File: config.mk
export PLATFORM = sky130hd
export DESIGN_NAME = obj_list_reader
export DESIGN_NICKNAME = d
export VERILOG_FILES = /design/src/rtl/obj_list_reader.sv
export SDC_FILE = /design/constraint.sdc
export NUM_CORES = 1
export LEC_CHECK = 0
export ABC_AREA = 1
export BUFFER_PORTS_ARGS = -buffer_cell sky130_fd_sc_hd__buf_2
export CAP_MARGIN = 40
export CORE_MARGIN = 1
export CORE_UTILIZATION = 50
export CTS_BUF_LIST = sky130_fd_sc_hd__clkbuf_16
export DETAILED_ROUTE_END_ITERATION = 8
export GPL_TIMING_DRIVEN = 0
export HOLD_SLACK_MARGIN = 0.1
export PLACE_DENSITY = 0.74
export SLEW_MARGIN = 30
export SYNTH_ARGS = -nofsm -noshare
export SYNTH_HDL_FRONTEND = slang
export SYNTH_SLANG_ARGS = --single-unit
File: constraint.sdc
create_clock -name clk -period 5.6 [get_ports clk]
set_clock_uncertainty 0.2 [all_clocks]
set_input_delay 0.28 -clock clk [delete_from_list [all_inputs] [get_ports clk]]
set_output_delay 0.28 -clock clk [all_outputs]
set_load 0.1 [all_outputs]
File: src/rtl/obj_list_reader.sv
`default_nettype none
// ============================================================================
//  Module      : obj_list_reader
//  Description : Per-scanline walker of the object RAM; decodes each sprite
//                entry and emits visible ones as descriptors over valid/ready.
//  Revision    : 1.0 - initial release
// ============================================================================
module obj_list_reader #(
    parameter int NUM_ENTRIES = 256
) (
    input  logic        clk,
    input  logic        reset_n,
    input  logic        ce,
    input  logic        start,
    input  logic [8:0]  line,
    input  logic        dma_busy,
    output logic [9:0]  obj_addr,
    input  logic [15:0] obj_din,
    output logic        desc_valid,
    input  logic        desc_ready,
    output logic [9:0]  desc_x,
    output logic [8:0]  desc_y,
    output logic [6:0]  desc_row,
    output logic [15:0] desc_code,
    output logic [6:0]  desc_color,
    output logic        desc_pri,
    output logic        desc_flipx,
    output logic        desc_flipy,
    output logic [1:0]  desc_w,
    output logic [1:0]  desc_h,
    output logic        busy,
    output logic        done
);

    localparam logic [7:0] c_LAST_IDX = 8'(NUM_ENTRIES - 1);

    typedef enum logic [2:0] {
        S_IDLE  = 3'd0,
        S_RD0   = 3'd1,
        S_RD1   = 3'd2,
        S_RD2   = 3'd3,
        S_RD3   = 3'd4,
        S_CAP   = 3'd5,
        S_CHECK = 3'd6,
        S_EMIT  = 3'd7
    } state_t;

    state_t      r_state;
    state_t      w_state_nxt;
    logic [7:0]  r_idx;
    logic [7:0]  w_idx_nxt;
    logic [8:0]  r_line;
    logic        r_done;
    logic        w_done_nxt;
    logic        w_latch_line;
    logic        w_load_desc;
    logic        w_advance;
    logic [1:0]  w_word_sel;
    logic [15:0] r_w0;
    logic [15:0] r_w1;
    logic [15:0] r_w2;
    logic [15:0] r_w3;
    logic [8:0]  w_row;
    logic [8:0]  w_rows;
    logic        w_empty;
    logic        w_visible;

    logic [9:0]  r_desc_x;
    logic [8:0]  r_desc_y;
    logic [6:0]  r_desc_row;
    logic [15:0] r_desc_code;
    logic [6:0]  r_desc_color;
    logic        r_desc_pri;
    logic        r_desc_flipx;
    logic        r_desc_flipy;
    logic [1:0]  r_desc_w;
    logic [1:0]  r_desc_h;

    // Entry decode; all arithmetic wraps at 9 bits so sprites straddle line 0.
    assign w_row     = r_line - r_w0[8:0];
    assign w_rows    = 9'd16 << r_w0[12:11];
    assign w_visible = (w_row < w_rows);
    assign w_empty   = ~|{r_w0, r_w1, r_w2, r_w3};

    always_ff @(posedge clk or negedge reset_n) begin
        if (!reset_n) begin
            r_state <= S_IDLE;
        end else if (ce) begin
            r_state <= w_state_nxt;
        end
    end

    always_comb begin
        w_state_nxt  = r_state;
        w_idx_nxt    = r_idx;
        w_done_nxt   = 1'b0;
        w_latch_line = 1'b0;
        w_load_desc  = 1'b0;
        w_advance    = 1'b0;

        case (r_state)
            S_IDLE:  w_state_nxt = r_state;
            S_RD0:   w_state_nxt = dma_busy ? S_RD0 : S_RD1;
            S_RD1:   w_state_nxt = dma_busy ? S_RD0 : S_RD2;
            S_RD2:   w_state_nxt = dma_busy ? S_RD0 : S_RD3;
            S_RD3:   w_state_nxt = dma_busy ? S_RD0 : S_CAP;
            S_CAP:   w_state_nxt = dma_busy ? S_RD0 : S_CHECK;
            S_CHECK: begin
                if (!w_empty && w_visible) begin
                    w_load_desc = 1'b1;
                    w_state_nxt = S_EMIT;
                end else begin
                    w_advance = 1'b1;
                end
            end
            S_EMIT:  w_advance = desc_ready;
            default: w_state_nxt = S_IDLE;
        endcase

        if (w_advance) begin
            if (r_idx == c_LAST_IDX) begin
                w_state_nxt = S_IDLE;
                w_done_nxt  = 1'b1;
            end else begin
                w_idx_nxt   = r_idx + 8'd1;
                w_state_nxt = S_RD0;
            end
        end

        // A new start overrides everything, including a pending completion.
        if (start) begin
            w_state_nxt  = S_RD0;
            w_idx_nxt    = 8'd0;
            w_done_nxt   = 1'b0;
            w_latch_line = 1'b1;
            w_load_desc  = 1'b0;
        end
    end

    always_ff @(posedge clk or negedge reset_n) begin
        if (!reset_n) begin
            r_idx        <= 8'd0;
            r_line       <= 9'd0;
            r_done       <= 1'b0;
            r_w0         <= 16'd0;
            r_w1         <= 16'd0;
            r_w2         <= 16'd0;
            r_w3         <= 16'd0;
            r_desc_x     <= 10'd0;
            r_desc_y     <= 9'd0;
            r_desc_row   <= 7'd0;
            r_desc_code  <= 16'd0;
            r_desc_color <= 7'd0;
            r_desc_pri   <= 1'b0;
            r_desc_flipx <= 1'b0;
            r_desc_flipy <= 1'b0;
            r_desc_w     <= 2'd0;
            r_desc_h     <= 2'd0;
        end else if (ce) begin
            r_idx  <= w_idx_nxt;
            r_done <= w_done_nxt;
            if (w_latch_line) begin
                r_line <= line;
            end
            // RAM data lags the address by one cycle, so state k captures word k-1.
            case (r_state)
                S_RD1:   r_w0 <= obj_din;
                S_RD2:   r_w1 <= obj_din;
                S_RD3:   r_w2 <= obj_din;
                S_CAP:   r_w3 <= obj_din;
                default: ;
            endcase
            if (w_load_desc) begin
                r_desc_x     <= r_w3[9:0];
                r_desc_y     <= r_w0[8:0];
                r_desc_row   <= w_row[6:0];
                r_desc_code  <= r_w1;
                r_desc_color <= r_w2[6:0];
                r_desc_pri   <= r_w2[7];
                r_desc_flipx <= r_w2[8];
                r_desc_flipy <= r_w2[9];
                r_desc_w     <= r_w0[14:13];
                r_desc_h     <= r_w0[12:11];
            end
        end
    end

    always_comb begin
        w_word_sel = 2'd0;
        case (r_state)
            S_RD1:        w_word_sel = 2'd1;
            S_RD2:        w_word_sel = 2'd2;
            S_RD3, S_CAP: w_word_sel = 2'd3;
            default:      w_word_sel = 2'd0;
        endcase
    end

    assign obj_addr   = {r_idx, w_word_sel};
    assign desc_valid = (r_state == S_EMIT);
    assign busy       = (r_state != S_IDLE);
    assign done       = r_done;

    assign desc_x     = r_desc_x;
    assign desc_y     = r_desc_y;
    assign desc_row   = r_desc_row;
    assign desc_code  = r_desc_code;
    assign desc_color = r_desc_color;
    assign desc_pri   = r_desc_pri;
    assign desc_flipx = r_desc_flipx;
    assign desc_flipy = r_desc_flipy;
    assign desc_w     = r_desc_w;
    assign desc_h     = r_desc_h;

endmodule
`default_nettype wire
==> run summary <==
first-pass GRT wire length: 24.4 mm
Worst Path Arrival: 3.64 ns
ys flop type: dfrtp_1
VDD IR max: 254 uV
FF+latch count, synth: 141
max-slew violations: 0
ANT nets after route: 0
CTS tree: done
Design Area, Final: 0.00787 mm2
post-layout min period: 3.48 ns
PostCTS Resize Cnt: 0
f_max: 0.287 GHz
DRT iter0 DRCs: 453
R2R Setup Slk: 2.12 ns
Worst Tran Pin Value: 0.483 ns
largest net degree at the start of global routing: 53
CORE AREA: 0.0121 mm2
Site Rows: 40
drt total wl: 15.0 mm
worst reg-to-reg path cell count: 21
clk_lat worst skew: 0.43 ns
vias per cell: 4.99
Ant. Diodes: 0
IO buf count: 98
setup slack at placement: 2.16 ns
share of post-route cells with drive strength above 1: 17.8%
reg2reg end: desc_code[13]
Die X: 113 um
worst reg2reg path startpoint: r_w0[2]
Setup violations, final: 0
sequential power share: 39.1%
die height: 113 um
placed cells: 991
number of remaining DRC errors: 0
DR WL/cell: 14.3 um
Sw Pwr: 1.25 mW
Syn Nets: 768
DR pass1 iterations: 7
Synth cell types: 24
CP startpoint: r_w0[2]
Seq. cell area: 0.00353 mm2
Seq/Total Area, Yosys: 56.9%
Clk pwr share: 33.3%
Slew HR: 67.5%
min-delay worst type: in -> reg
Post-synth top cells: nand2_1 (264), dfrtp_1 (141), o21ai_0 (94), inv_1 (64), nor2_1 (54)
GRT overflow: 0
DR vias: 5235
NumNets Final: 915
critical path class: reg -> reg
combinational power share: 27.6%
Final Hold Vio Count: 0
initial antenna violation count: 0
Layout Cells excl Fill: 1050
post-route setup TNS: 0 ns
synth-to-layout area growth: 27.0%
Post-Syn Instances: 723
clock buffer depth: 2
post-DP HPWL: 10.5 mm
average cell area after synthesis: 8.57 um2
Internal Pwr Total: 2.38 mW
Multi-input gate area: 0.00228 mm2
Switching Fraction: 34.4%
power per cell area: 460 mW/mm2
Final Cycle Share: 62.1%
most frequent cell after synthesis: nand2_1
worst setup path endpoint: desc_code[13]
Post-DP Area: 0.00696 mm2
overall power: 3.62 mW
Die ar.: 0.0128 mm2
Mapped Area: 0.00620 mm2
leakage: 4.30 nW
clock sink count: 141
data required time at the worst endpoint: 5.77 ns
# Post-CTS Setup Buffers: 0
Yosys top cell area share: 56.9%
CP Max Fanout: 10
CTS buffer count: 17
H-Tree Depth: 4
# fillers: 982
GP Congestion: 0.880
Yosys top cell by area: dfrtp_1
Async S/R FF share, synth: 100%
IO Count: 100
Clk Tree Root Cell: clkbuf_16
startpoint types: flip-flop
overall routing resource usage: 25.4%
top post-synthesis cells by area: dfrtp_1 (57%), nand2_1 (16%), o21ai_0 (7.6%), inv_1 (3.9%), nor2_1 (3.3%)
synth warn: 0
number of synthesized flops with an enable pin: 0
number of max-cap violations: 0
RSZ-0062 raised after global routing: false
cts hold-fix bufs: 28
vias in the first global route: 4825
final worst slack: 2.12 ns
Setup crit end kind: flip-flop
clk slew on worst S/H paths: 0.06 ns
status: completed
initial core utilization: 51.4%
## state kept, by name (all words and copies together) (netlist names), 2 cells and up
name	cells
r_idx	8
desc_x	10
desc_color	7
desc_h	2
r_w3	16
r_w1	16
desc_row	7
r_w2	16
r_state	3
desc_w	2
desc_code	16
r_line	9
desc_y	9
r_w0	16
## routing by layer
metal  wire [um]  GRT usage [%]  vias to the layer above  part of all wire, %
li1            -              -                     2569                    -
met2        6960           39.1                      175                   46
met1        6820           34.7                     2461                   45
met3         937           5.78                       30                  6.2
met4         335           11.1                        0                  2.2
met5           0              0                        -                    0
## worst min-delay path by stage
stage          depth (start not counted)  startpoint      endpoint
2_1_floorplan                          0     reset_n  desc_code[0]
3_3_place_gp                           2   desc_w[1]     desc_w[1]
3_5_place_dp                           1     reset_n     desc_x[3]
4_1_cts                                5  desc_ready          done
5_1_grt                                5  desc_ready          done
6_report                               5  desc_ready          done
## final cells by class
type	instances	share of cell area, %
inverter	67	3.19
multi-input combinational	490	29.0
sequential	141	44.8
timing repair buffer	128	10.6
tap	168	2.67
buffer	25	1.72
clock inverter	14	2.59
clock buffer	17	5.40
## worst max-delay path: stages, from the launching register on
cell and delay (ns):
dfrtp_1 0.37, inv_1 0.07, ha_1 0.32, a21oi_1 0.21, nand2_1 0.07, nand2_1 0.08
nand2_1 0.05, a21oi_1 0.19, xor2_1 0.34, ha_1 0.30, o21ai_0 0.08, nand2_1 0.08
nand2_1 0.06, nand2_1 0.04, nand2_1 0.06, nand4_2 0.15, inv_2 0.08, nand2_2 0.14
inv_2 0.19, buf_4 0.19, nand2_1 0.08, nand2_1 0.06
## cells by family after synthesis
logic type / count (synthesis) / synth area share, %
compound gates: 101 / 8.15
xor+xnor: 9 / 1.27
fa+ha+maj: 14 / 2.95
buf+inv: 92 / 6.24
flops: 141 / 56.9
mux: 8 / 1.45
simple gates: 358 / 23.0
## through the flow
step	util (%)	hold WS, ns
floorplan	-	-0.216
global placement	57.2	0.258
detailed placement	57.7	-0.00216
CTS	65.3	0.105
global route	65.3	0.161
finish	65.3	0.109
## power groups by stage
stage	Combinational (mW)	Sequential, mW	Clock (mW)
global placement	0.940	1.42	0
detailed placement	0.973	1.43	0
CTS	0.999	1.41	1.21
global route	1.15	1.45	1.25
floorplan	0.668	1.46	0
finish	1.00	1.42	1.21
## cells in the final DEF, fill, tap and decap left out, drive strengths merged
| cell type | synthesis | final |
|---|---|---|
| clkinvlp | 0 | 1 |
| nor2 | 54 | 54 |
| a21oi | 7 | 7 |
| nand2 | 269 | 269 |
| ha | 13 | 13 |
| fa | 1 | 1 |
| nor3 | 7 | 7 |
| clkbuf | 13 | 30 |
| or2 | 1 | 1 |
| nand4 | 5 | 5 |
| clkinv | 0 | 5 |
| dfrtp | 141 | 141 |
| mux2 | 8 | 8 |
| o21ai | 94 | 94 |
| inv | 67 | 70 |
| nand3 | 21 | 21 |
| xor2 | 5 | 5 |
| xnor2 | 4 | 4 |
| dlygate4sd3 | 0 | 28 |
| nand3b | 1 | 1 |
| buf | 12 | 112 |
| bufinv | 0 | 5 |
Power figures use the tool's default switching activity.
